## config.mk

```make
export PLATFORM = sky130hd
export DESIGN_NAME = fifo_wr_arbiter_flat
export DESIGN_NICKNAME = d
export VERILOG_FILES = /design/src/rtl/fifo_wr_arbiter_if.sv /design/src/rtl/fifo_wr_arbiter.sv /design/src/flat_wrapper.sv
export SDC_FILE = /design/constraint.sdc
export NUM_CORES = 1
export LEC_CHECK = 0
export CAP_MARGIN = 25
export CORE_UTILIZATION = 36
export DETAILED_ROUTE_END_ITERATION = 12
export PLACE_DENSITY = 0.81
export SLEW_MARGIN = 20
export SYNTH_ARGS = -nofsm -noshare
export SYNTH_HDL_FRONTEND = slang
export SYNTH_SLANG_ARGS = --single-unit
```

## constraint.sdc

```tcl
create_clock -name clk -period 2.7 [get_ports clk]
set_input_delay 0.81 -clock clk [delete_from_list [all_inputs] [get_ports clk]]
set_output_delay 0.81 -clock clk [all_outputs]
set_load 0.01 [all_outputs]
```

## src/rtl/fifo_wr_arbiter_if.sv

```systemverilog
// Bundle between four requesters, the write arbiter and a shared FIFO write port.
// The slave modport is the arbiter's view; master is the requester/FIFO side.
interface fifo_wr_arbiter_if #(
    parameter int unsigned DATA_WIDTH = 16
);
    logic [3:0]              req;
    logic [4*DATA_WIDTH-1:0] din;
    logic                    fifo_full;
    logic [3:0]              gnt;
    logic [3:0]              ack;
    logic                    fifo_wr_en;
    logic [DATA_WIDTH-1:0]   fifo_din;
    logic                    busy;

    modport master (
        output req, din, fifo_full,
        input  gnt, ack, fifo_wr_en, fifo_din, busy
    );

    modport slave (
        input  req, din, fifo_full,
        output gnt, ack, fifo_wr_en, fifo_din, busy
    );
endinterface

```

## src/rtl/fifo_wr_arbiter.sv

```systemverilog
// Round-robin arbiter granting one of four requesters burst access to a shared FIFO
// write port, releasing on request drop or after BURST_MAX accepted words.
module fifo_wr_arbiter #(
    parameter int unsigned DATA_WIDTH = 16,
    parameter int unsigned BURST_MAX  = 8
) (
    input logic              clk,
    input logic              rst,
    fifo_wr_arbiter_if.slave bus
);

    typedef enum logic [0:0] {StIdle, StGrant} state_e;

    localparam logic [7:0] BurstLast = 8'(BURST_MAX - 1);

    state_e     state_q;
    logic [3:0] gnt_q;
    logic [1:0] gnt_idx_q;
    logic [1:0] last_id_q;
    logic [7:0] burst_cnt_q;
    logic       busy_q;

    logic [1:0] rr_idx;
    logic       rr_found;
    logic       granted_req;
    logic       accept;

    // Scan downward in distance so the nearest requester after last_id wins.
    always_comb begin
        rr_idx   = '0;
        rr_found = 1'b0;
        for (int k = 4; k > 0; k--) begin
            if (bus.req[last_id_q + 2'(k)]) begin
                rr_idx   = last_id_q + 2'(k);
                rr_found = 1'b1;
            end
        end
    end

    assign granted_req = bus.req[gnt_idx_q];
    assign accept      = (state_q == StGrant) && granted_req && !bus.fifo_full;

    assign bus.gnt        = gnt_q;
    assign bus.busy       = busy_q;
    assign bus.ack        = accept ? gnt_q : 4'b0000;
    assign bus.fifo_wr_en = accept;
    assign bus.fifo_din   = (state_q == StGrant) ?
                            bus.din[gnt_idx_q*DATA_WIDTH +: DATA_WIDTH] : '0;

    always_ff @(posedge clk or posedge rst) begin
        if (rst) begin
            state_q     <= StIdle;
            gnt_q       <= '0;
            gnt_idx_q   <= '0;
            last_id_q   <= 2'd3;
            burst_cnt_q <= '0;
            busy_q      <= 1'b0;
        end else begin
            unique case (state_q)
                StIdle: begin
                    if (rr_found) begin
                        state_q     <= StGrant;
                        gnt_q       <= 4'b0001 << rr_idx;
                        gnt_idx_q   <= rr_idx;
                        burst_cnt_q <= '0;
                        busy_q      <= 1'b1;
                    end else begin
                        gnt_q <= '0;
                    end
                end
                StGrant: begin
                    if (!granted_req) begin
                        state_q   <= StIdle;
                        last_id_q <= gnt_idx_q;
                        gnt_q     <= '0;
                        busy_q    <= 1'b0;
                    end else if (accept) begin
                        burst_cnt_q <= burst_cnt_q + 8'd1;
                        if (burst_cnt_q == BurstLast) begin
                            state_q   <= StIdle;
                            last_id_q <= gnt_idx_q;
                            gnt_q     <= '0;
                            busy_q    <= 1'b0;
                        end
                    end
                end
                default: state_q <= StIdle;
            endcase
        end
    end

endmodule

```

## src/flat_wrapper.sv

```systemverilog
// flat-port wrapper written by rule: the top's interface ports become plain ports
module fifo_wr_arbiter_flat 
#(
    parameter int unsigned DATA_WIDTH = 16,
    parameter int unsigned BURST_MAX  = 8
)
  (clk, rst, bus_req, bus_din, bus_fifo_full, bus_gnt, bus_ack, bus_fifo_wr_en, bus_fifo_din, bus_busy);
  fifo_wr_arbiter_if #(.DATA_WIDTH(DATA_WIDTH)) bus_i ();
  input logic clk;
  input logic rst;
  input wire logic [$bits(bus_i.req)-1:0] bus_req;
  input wire logic [$bits(bus_i.din)-1:0] bus_din;
  input wire logic [$bits(bus_i.fifo_full)-1:0] bus_fifo_full;
  output wire logic [$bits(bus_i.gnt)-1:0] bus_gnt;
  output wire logic [$bits(bus_i.ack)-1:0] bus_ack;
  output wire logic [$bits(bus_i.fifo_wr_en)-1:0] bus_fifo_wr_en;
  output wire logic [$bits(bus_i.fifo_din)-1:0] bus_fifo_din;
  output wire logic [$bits(bus_i.busy)-1:0] bus_busy;
  assign bus_i.req = bus_req;
  assign bus_i.din = bus_din;
  assign bus_i.fifo_full = bus_fifo_full;
  assign bus_gnt = bus_i.gnt;
  assign bus_ack = bus_i.ack;
  assign bus_fifo_wr_en = bus_i.fifo_wr_en;
  assign bus_fifo_din = bus_i.fifo_din;
  assign bus_busy = bus_i.busy;
  fifo_wr_arbiter #(.DATA_WIDTH(DATA_WIDTH), .BURST_MAX(BURST_MAX)) u_core (.clk(clk), .rst(rst), .bus(bus_i));
endmodule
```

Yosys cells after proc, flatten, opt, wreduce, memory -nomap -nowiden. Cells that the tools add are included.

Bits in registers: 18. Word-level logic and storage cells: 76.

$lt $le $gt $ge: 5. Add/sub/neg operators: 4. Eq/ne operators: 8. Bitwise operators: 1. Muxes and demuxes: 42. Reductions and logical operators: 8. Shifts and indexed selects: 2.

Operators with widths (number): 64-bit by 7-bit variable part select with 16-bit output (1); 8-bit two-way mux (3); 4-bit two-way mux (5); 1-bit two-way mux (17); 16-bit two-way mux (1); 8-bit case mux with 2 select lines (1); 2-bit by 3-bit less-than comparator with 1-bit output (second input constant) (5); 2-bit two-way mux (7); 1-bit binary-select mux with 2-bit select (5); 3-bit AND reduction (3); 8-bit by 1-bit adder with 8-bit output (second input constant) (1); 8-bit by 3-bit == test with 1-bit output (second input constant) (1); 2-bit != test (second input constant) (4); 4-bit case mux with 2 select lines (1); 3-bit != test (second input constant) (2); 2-bit adder (second input constant) (2); 1-bit case mux with 2 select lines (2); 2-bit AND reduction (2); 1-bit by 2-bit left shift with 4-bit output (first input constant) (1); 2-bit by 1-bit adder with 2-bit output (second input constant) (1); 1-bit logical AND (2); 2-bit by 1-bit != test with 1-bit output (second input constant) (1); 1-bit logical NOT (1); 1-bit inverter (1).

Longest topological paths before layout. Gate-level depths: netlist (run 1).

Depth in word-level cells: 9. Gate-level depth with buffers: 6. Mapped depth without buffers: 5.

Worst setup path after synthesis (run 1). Ideal clock, no wire load.

Path type: input to output. Start point: input bus_req[3]. End point: output bus_fifo_wr_en. Stages: 3. Required time: 1.890 ns. Buffers on the path: 1. Data arrival time: 1.642 ns. Setup slack: 0.248 ns. Cell sequence: mux4_2 > and2_1 > buf_6.

Longest elaborated chain between the ends: 4.

Ends and longest elaborated chain: start, declared (line flat_wrapper.sv:11) `input wire logic [$bits(bus_i.req)-1:0] bus_req;`; 1-bit binary-select mux with 2-bit select (line fifo_wr_arbiter.sv:40) `assign granted_req = bus.req[gnt_idx_q];`; 1-bit two-way mux (implied by the code) (line fifo_wr_arbiter.sv:40); 1-bit logical AND (2 in a row) (line fifo_wr_arbiter.sv:41) `assign accept = (state_q == StGrant) && granted_req && !bus.fifo_full;`; end, declared (line flat_wrapper.sv:16) `output wire logic [$bits(bus_i.fifo_wr_en)-1:0] bus_fifo_wr_en;`.

No other way between the ends. The select of a mux whose other input is x is not followed.

Worst setup path in the final report (run 1).
Start point: input bus_req[3]. End point: output bus_ack[1].

Longest elaborated chain between the ends: 5.

Ends and longest elaborated chain: 1-bit binary-select mux with 2-bit select (line fifo_wr_arbiter.sv:40); 1-bit two-way mux (implied by the code) (line fifo_wr_arbiter.sv:40); 1-bit logical AND (2 in a row) (line fifo_wr_arbiter.sv:41); 4-bit two-way mux (line fifo_wr_arbiter.sv:45) `assign bus.ack = accept ? gnt_q : 4'b0000;`; end, declared (line flat_wrapper.sv:15) `output wire logic [$bits(bus_i.ack)-1:0] bus_ack;`.

No other way between the ends. The select of a mux whose other input is x is not followed.

==> results of run 1 <==
==> area by class of cell <==
cell class	count	area (µm²)
Clock buffer	4	55.05
Fill cell	346	1254
Inverter	1	3.754
Multi-Input combinational cell	100	952.2
Sequential cell	18	454.2
Tap cell	48	60.06
Timing Repair Buffer	114	992.2
==> stage by stage <==
step / setup TNS (ns) / power (W) / hold WS, ns / setup slack (ns) / instances
global route: -0.07605 / 0.002307 / 0.5280 / -0.03684 / 285
floorplan: 0 / 0.001247 / 0.4517 / 0.2476 / 127
detailed placement: -10.26 / 0.001945 / 0.4895 / -0.6373 / 276
finish: -0.005838 / 0.002173 / 0.5013 / -0.005838 / 285
global placement: -9.875 / 0.001909 / 0.4821 / -0.6205 / 276
CTS: -0.004012 / 0.002182 / 0.5040 / -0.004012 / 285
==> power groups by stage <==
stage	Clock [W]	Sequential [W]	Combinational [W]
2_1_floorplan	0	0.000442	0.000805
3_3_place_gp	0	0.000464	0.00145
3_5_place_dp	0	0.000466	0.00148
4_1_cts	0.000219	0.000463	0.00150
5_1_grt	0.000228	0.000479	0.00160
6_report	0.000213	0.000464	0.00150
==> registers in the layout (all words and copies together) (netlist names) <==
register and flops:
u_core.burst_cnt_q 8, u_core.bus.gnt 4, u_core.gnt_idx_q 2, u_core.last_id_q 2
u_core.bus.busy 1, u_core.state_q 1
==> worst paths after layout <==
check,start,slack (ns),end
setup / recovery,bus_req[3],-0.006,bus_ack[1]
hold / removal,u_core.burst_cnt_q[7],0.50,u_core.burst_cnt_q[7]
setup reg to reg,u_core.gnt_idx_q[0],0.83,u_core.state_q
hold reg to reg,u_core.burst_cnt_q[7],0.50,u_core.burst_cnt_q[7]
max in group asynchronous,rst,1.25,u_core.gnt_idx_q[0]
min in group asynchronous,rst,0.97,u_core.burst_cnt_q[1]
==> layer usage <==
metal	share of wire	GRT usage	vias to the layer above
li1	-	-	699
met1	0.38	0.2837	774
met2	0.49	0.4291	71
met3	0.10	0.07118	12
met4	0.023	0.08967	0
met5	0	0	-
==> kinds of logic (layout without fill, tap and decap cells) <==
logic type                 after synthesis  in the layout  share of synthesized area
and+or+nand+nor                         56             56                     0.2088
muxes                                   23             23                     0.3316
AOI/OAI and AO/OA                       19             19                    0.09879
xor gates and xnor gates                 1              1                   0.006015
buffers and inverters                    9            119                    0.03522
DFF                                     18             18                     0.3110
adders and majority gates                1              1                   0.008590
==> layout by cell type, fill, tap and decap left out, types with 2 or more instances in the layout <==
cell              n
dlygate4sd2_1    65
mux4_2           17
buf_6            16
dfrtp_1          15
nand2_1          14
and2_1           13
buf_2            13
buf_4            13
clkdlybuf4s50_1   6
nor2_1            5
and2_4            5
and3_1            4
mux2i_1           4
clkbuf_8          4
nand3_1           3
and3_4            3
a21oi_1           2
a21o_1            2
o21ai_0           2
mux2_4            2
o2bb2ai_1         2
o211ai_1          2
o31ai_1           2
or2_2             2
dfstp_2           2
==> what timing repair did <==
| action | CTS | global route |
|---|---|---|
| hold endpoints to repair | 0 | 0 |
| pin swaps | 15 | 2 |
| cloned | 0 | 0 |
| setup buffers | 5 | 0 |
| gates resized for setup | 195 | 4 |
| hold buffers | 0 | 0 |
| setup endpoints to repair | 21 | 5 |
==> results.ini, run 1 <==
[synthesis]
synth_common_cells = 18 x and2_1, 16 x dfrtp_1, 14 x nand2_1, 9 x mux4_2, 8 x mux4_1
syn_nets = 199
synth-edff-count = 0
ys.flop_type = dfrtp_1
yosysTopAreaCell = dfrtp_1
yosys_warnings = 0
async_flop_share = 1.000
synth_area_per_cell_um2 = 11.47
yosysTopAreaCellShare = 0.2749
synthTopCellsByArea = dfrtp_1 27%, mux4_1 14%, mux4_2 14%
synth_cell_type_count = 38
syn_inst = 127
yosysSeqAreaShare = 0.3110
synth-seq-cells = 18
post-synth-top-count-cell = and2_1
syn-cell-area_mm2 = 0.001456

[pwr]
p_seq_frac = 0.214
power_leakage_nw = 1.210
intPower_w = 0.001373
combinationalPowerShare = 0.688
p_switching_w = 0.0008001
irDropWorstVdd_mv = 0.5195
power_density_mw_per_mm2 = 863.3
clkPwrFrac = 0.098
switching_share = 0.3682

[outcome]
violations = setup timing
status = complete, but fails checks

[timing]
period_share = 1.002
setup_ws_ns = -0.005838
worst_pin_slew_ns = 0.6956
hold_viol = 0
setup_viol_count_final = 1
max_freq_mhz = 369.6
rsz0062_at_grt = yes
fin_crit_ns = 2.706
skew_ns = 0.004683
finalMaxSlewViolations = 0
slew-limit-headroom = 0.5357

[grt]
grt_max_degree = 21
track_usage = 0.2462
grt_pass1_vias = 1538
antenna_found_initial = 0
grt_first_pass_wirelength_um = 7900
overflow = 0

[final_layout]
areaGrowthSynthToFinish_pct = 72.85
drive_gt1_frac = 0.3544
num_antenna_cells = 0
final_util = 0.6676
finalInstanceArea_mm2 = 0.002517
nets = 310

[placement]
gp_congestion = 0.7977
place_area_mm2 = 0.002540
hpwl_um = 4038
port_buffers = 96

[clocking]
numCtsBuffers = 3
clk_pin_slew_ns = 0.06
clockBufferDepth = 2
tritoncts = built
cts_max_level = 1
root_buffer = clkbuf_8
cts.sinks = 18
insertion_delay_ns = 0.25

[setup_path]
arrival_ns = 1.90
critPathMaxFanout = 5
cp-start-kind = primary input
critPathSlowestCell = mux4_2
worst-setup-path-type = primary input to output port
crit_cells = 5
path_buf_inv = 3
cp_common_cell = buf_6
path_delay_family = multiplexers
crit_chain = buf_6 -> mux4_2 -> buf_6 -> and3_4 -> buf_6
required_ns = 1.89
reg2regPathDepth = 4
slowest_delay_ns = 0.55
end_kind = output port

[routing]
drt_pass1_iterations = 4
wl_um = 5157
vias = 1556
route.detailed.drc = 0
ant_nets = 0
via_per_inst = 5.460
wl_per_cell_um = 18.09
drt_first_iter_violations = 46

[die]
dieArea_mm2 = 0.004304
io_pins = 97
die_width_um = 65.61
die_h_um = 65.61
coreArea_mm2 = 0.003771
rows = 22
initial_core_util = 0.3862

[hold_path]
hold_depth = 1
hp-class = flop to flop

[job]
cap_violations = 0

(Power assumes the default switching activity.)
==> inputs of run 2 (changes only) <==
GPL_ROUTABILITY_DRIVEN = 0   (was default)
==> results of run 2 <==
Same layout as run 1: the final DEF is identical, and so are final timing and power.
==> inputs of run 3 (changes only) <==
GPL_TIMING_DRIVEN = 0   (was default)
==> results.ini, run 3 (synthesized netlist as in run 1, its figures left out) <==
[final_layout]
finalInstanceArea_mm2 = 0.002387  ; -5.2%
nets = 300  ; -3.2%
final_common_cell = dlygate4sd2_1
drive_gt1_frac = 0.3172  ; -0.03725
final_cell_mix = 64 x dlygate4sd2_1, 20 x buf_2, 17 x mux4_2, 16 x dfrtp_1, 14 x nand2_1
largest_register_ffs = 8  ; unchanged
final_cell_count_no_fill = 276  ; -3.2%
largest_register = u_core.burst_cnt_q
areaGrowthSynthToFinish_pct = 63.92

[die]
coreArea_mm2 = 0.003771  ; unchanged
rows = 22  ; unchanged
die_h_um = 65.61  ; unchanged
io_pins = 97  ; unchanged
dieArea_mm2 = 0.004304  ; unchanged
initial_core_util = 0.3862  ; unchanged
die_width_um = 65.61  ; unchanged

[setup_path]
reg2regPathDepth = 5  ; +1
end_kind = output port
arrival_ns = 1.83  ; -0.07 ns
cp-start-kind = primary input
worst-setup-path-type = primary input to output port
critPathMaxFanout = 6  ; +1
required_ns = 1.89  ; about the same

[timing]
hold_viol = 0  ; unchanged
rsz0062_at_grt = no
period_share = 0.9776  ; -0.02455
fin_crit_ns = 2.640  ; -0.06629 ns
hold_slack_ns = 0.4935  ; -0.007788 ns
finalMaxSlewViolations = 0  ; unchanged
setup_viol_count_final = 0  ; -1
worst_pin_slew_ns = 0.7020  ; +0.006373 ns
max_freq_mhz = 378.9  ; +2.5%
slew-limit-headroom = 0.5315  ; -0.004253
skew_ns = 0.004251  ; -0.0004330 ns

[clocking]
cts_hold_buf = 0  ; unchanged
clockBufferDepth = 2  ; unchanged
root_buffer = clkbuf_8
numCtsBuffers = 3  ; unchanged
clk_pin_slew_ns = 0.06  ; about the same
cts_max_level = 1  ; unchanged
cts.sinks = 18  ; unchanged
insertion_delay_ns = 0.25  ; about the same
tritoncts = built

[routing]
via_per_inst = 5.322  ; -2.5%
wl_per_cell_um = 17.77  ; -1.8%
ant_nets = 0  ; unchanged
route.detailed.drc = 0  ; unchanged
drt_first_iter_violations = 59  ; +28%
wl_um = 4905  ; -4.9%
drt_pass1_iterations = 4  ; unchanged
vias = 1469  ; -5.6%

[pwr]
power_density_mw_per_mm2 = 867.7  ; +0.51%
irDropWorstVdd_mv = 0.5700  ; +9.7%
power_leakage_nw = 1.143  ; -5.5%
finalPower_w = 0.002071  ; -4.7%

[placement]
place_inst = 271  ; -1.8%
place_area_mm2 = 0.002477  ; -2.5%
port_buffers = 96  ; unchanged
hpwl_um = 3921  ; -2.9%

[grt]
track_usage = 0.2213  ; -0.02489
grt_first_pass_wirelength_um = 7189  ; -9.0%
overflow = 0  ; unchanged
antenna_found_initial = 0  ; unchanged
grt_pass1_vias = 1431  ; -7.0%
grt_max_degree = 19  ; -9.5%

[outcome]
status = finished, final reports clean

[hold_path]
hp-class = flop to flop
hold_depth = 1  ; unchanged

[job]
cap_violations = 0  ; unchanged

-- run 3: cell count changes in the layout (fill, tap and decap cells not counted), moves of 2 or more --
| cell | previous run | this run |
|---|---|---|
| buf_4 | 13 | 1 |
| buf_2 | 13 | 20 |
| buf_6 | 16 | 9 |
| clkbuf_1 | 0 | 3 |
| and2_1 | 13 | 11 |
| and2_4 | 5 | 7 |
-- run 3: worst paths after layout --
kind	end	startpoint	slack [ns]
max	bus_fifo_wr_en	bus_req[3]	0.06
min	u_core.burst_cnt_q[2]	u_core.burst_cnt_q[2]	0.49
max reg2reg	u_core.state_q	u_core.gnt_idx_q[0]	0.77
min reg2reg	u_core.burst_cnt_q[2]	u_core.burst_cnt_q[2]	0.49
max in group asynchronous	u_core.gnt_idx_q[1]	rst	1.27
min in group asynchronous	u_core.state_q	rst	0.98
-- run 3: critical path, stage by stage --
cell and delay, ns:
buf_2 0.13, mux4_2 0.56, and2_4 0.21, buf_6 0.12
-- run 3: power breakdown --
part	switching, W	internal, W
combinational	0.000614	0.000806
sequential	0.0000709	0.000369
clock	0.0000825	0.000129
total	0.000767	0.00130
-- run 3: per-stage QoR --
| step | utilization | TNS, ns | setup slack, ns |
|---|---|---|---|
| 2_1_floorplan | - | 0 | 0.2476 |
| 3_3_place_gp | 0.6569 | -10.41 | -0.8183 |
| 3_5_place_dp | 0.6569 | -10.77 | -0.8211 |
| 4_1_cts | 0.6314 | 0 | 0.04868 |
| 5_1_grt | 0.6324 | 0 | 0.01502 |
| 6_report | 0.6330 | 0 | 0.06045 |
-- run 3: cell type report --
cell class	instances	area [µm²]
Sequential cell	18	452.9
Multi-Input combinational cell	100	962.2
Fill cell	358	1384
Tap cell	48	60.06
Inverter	1	3.754
Timing Repair Buffer	97	807.0
Clock buffer	4	55.05
Buffer	7	43.79
Antenna cell	1	2.502
-- run 3: per-layer routing --
metal	wire [µm]	GRT usage
met3	406	0.05035
met2	2345	0.3879
met1	2109	0.2791
met4	44	0.03804
met5	0	0
-- run 3: what timing repair did --
action	CTS	global route
pin swaps	5	0
hold endpoints to repair	0	0
endpoints found under the setup margin	21	8
gates resized for setup	193	1
cloned	0	0
buffers inserted	1	0
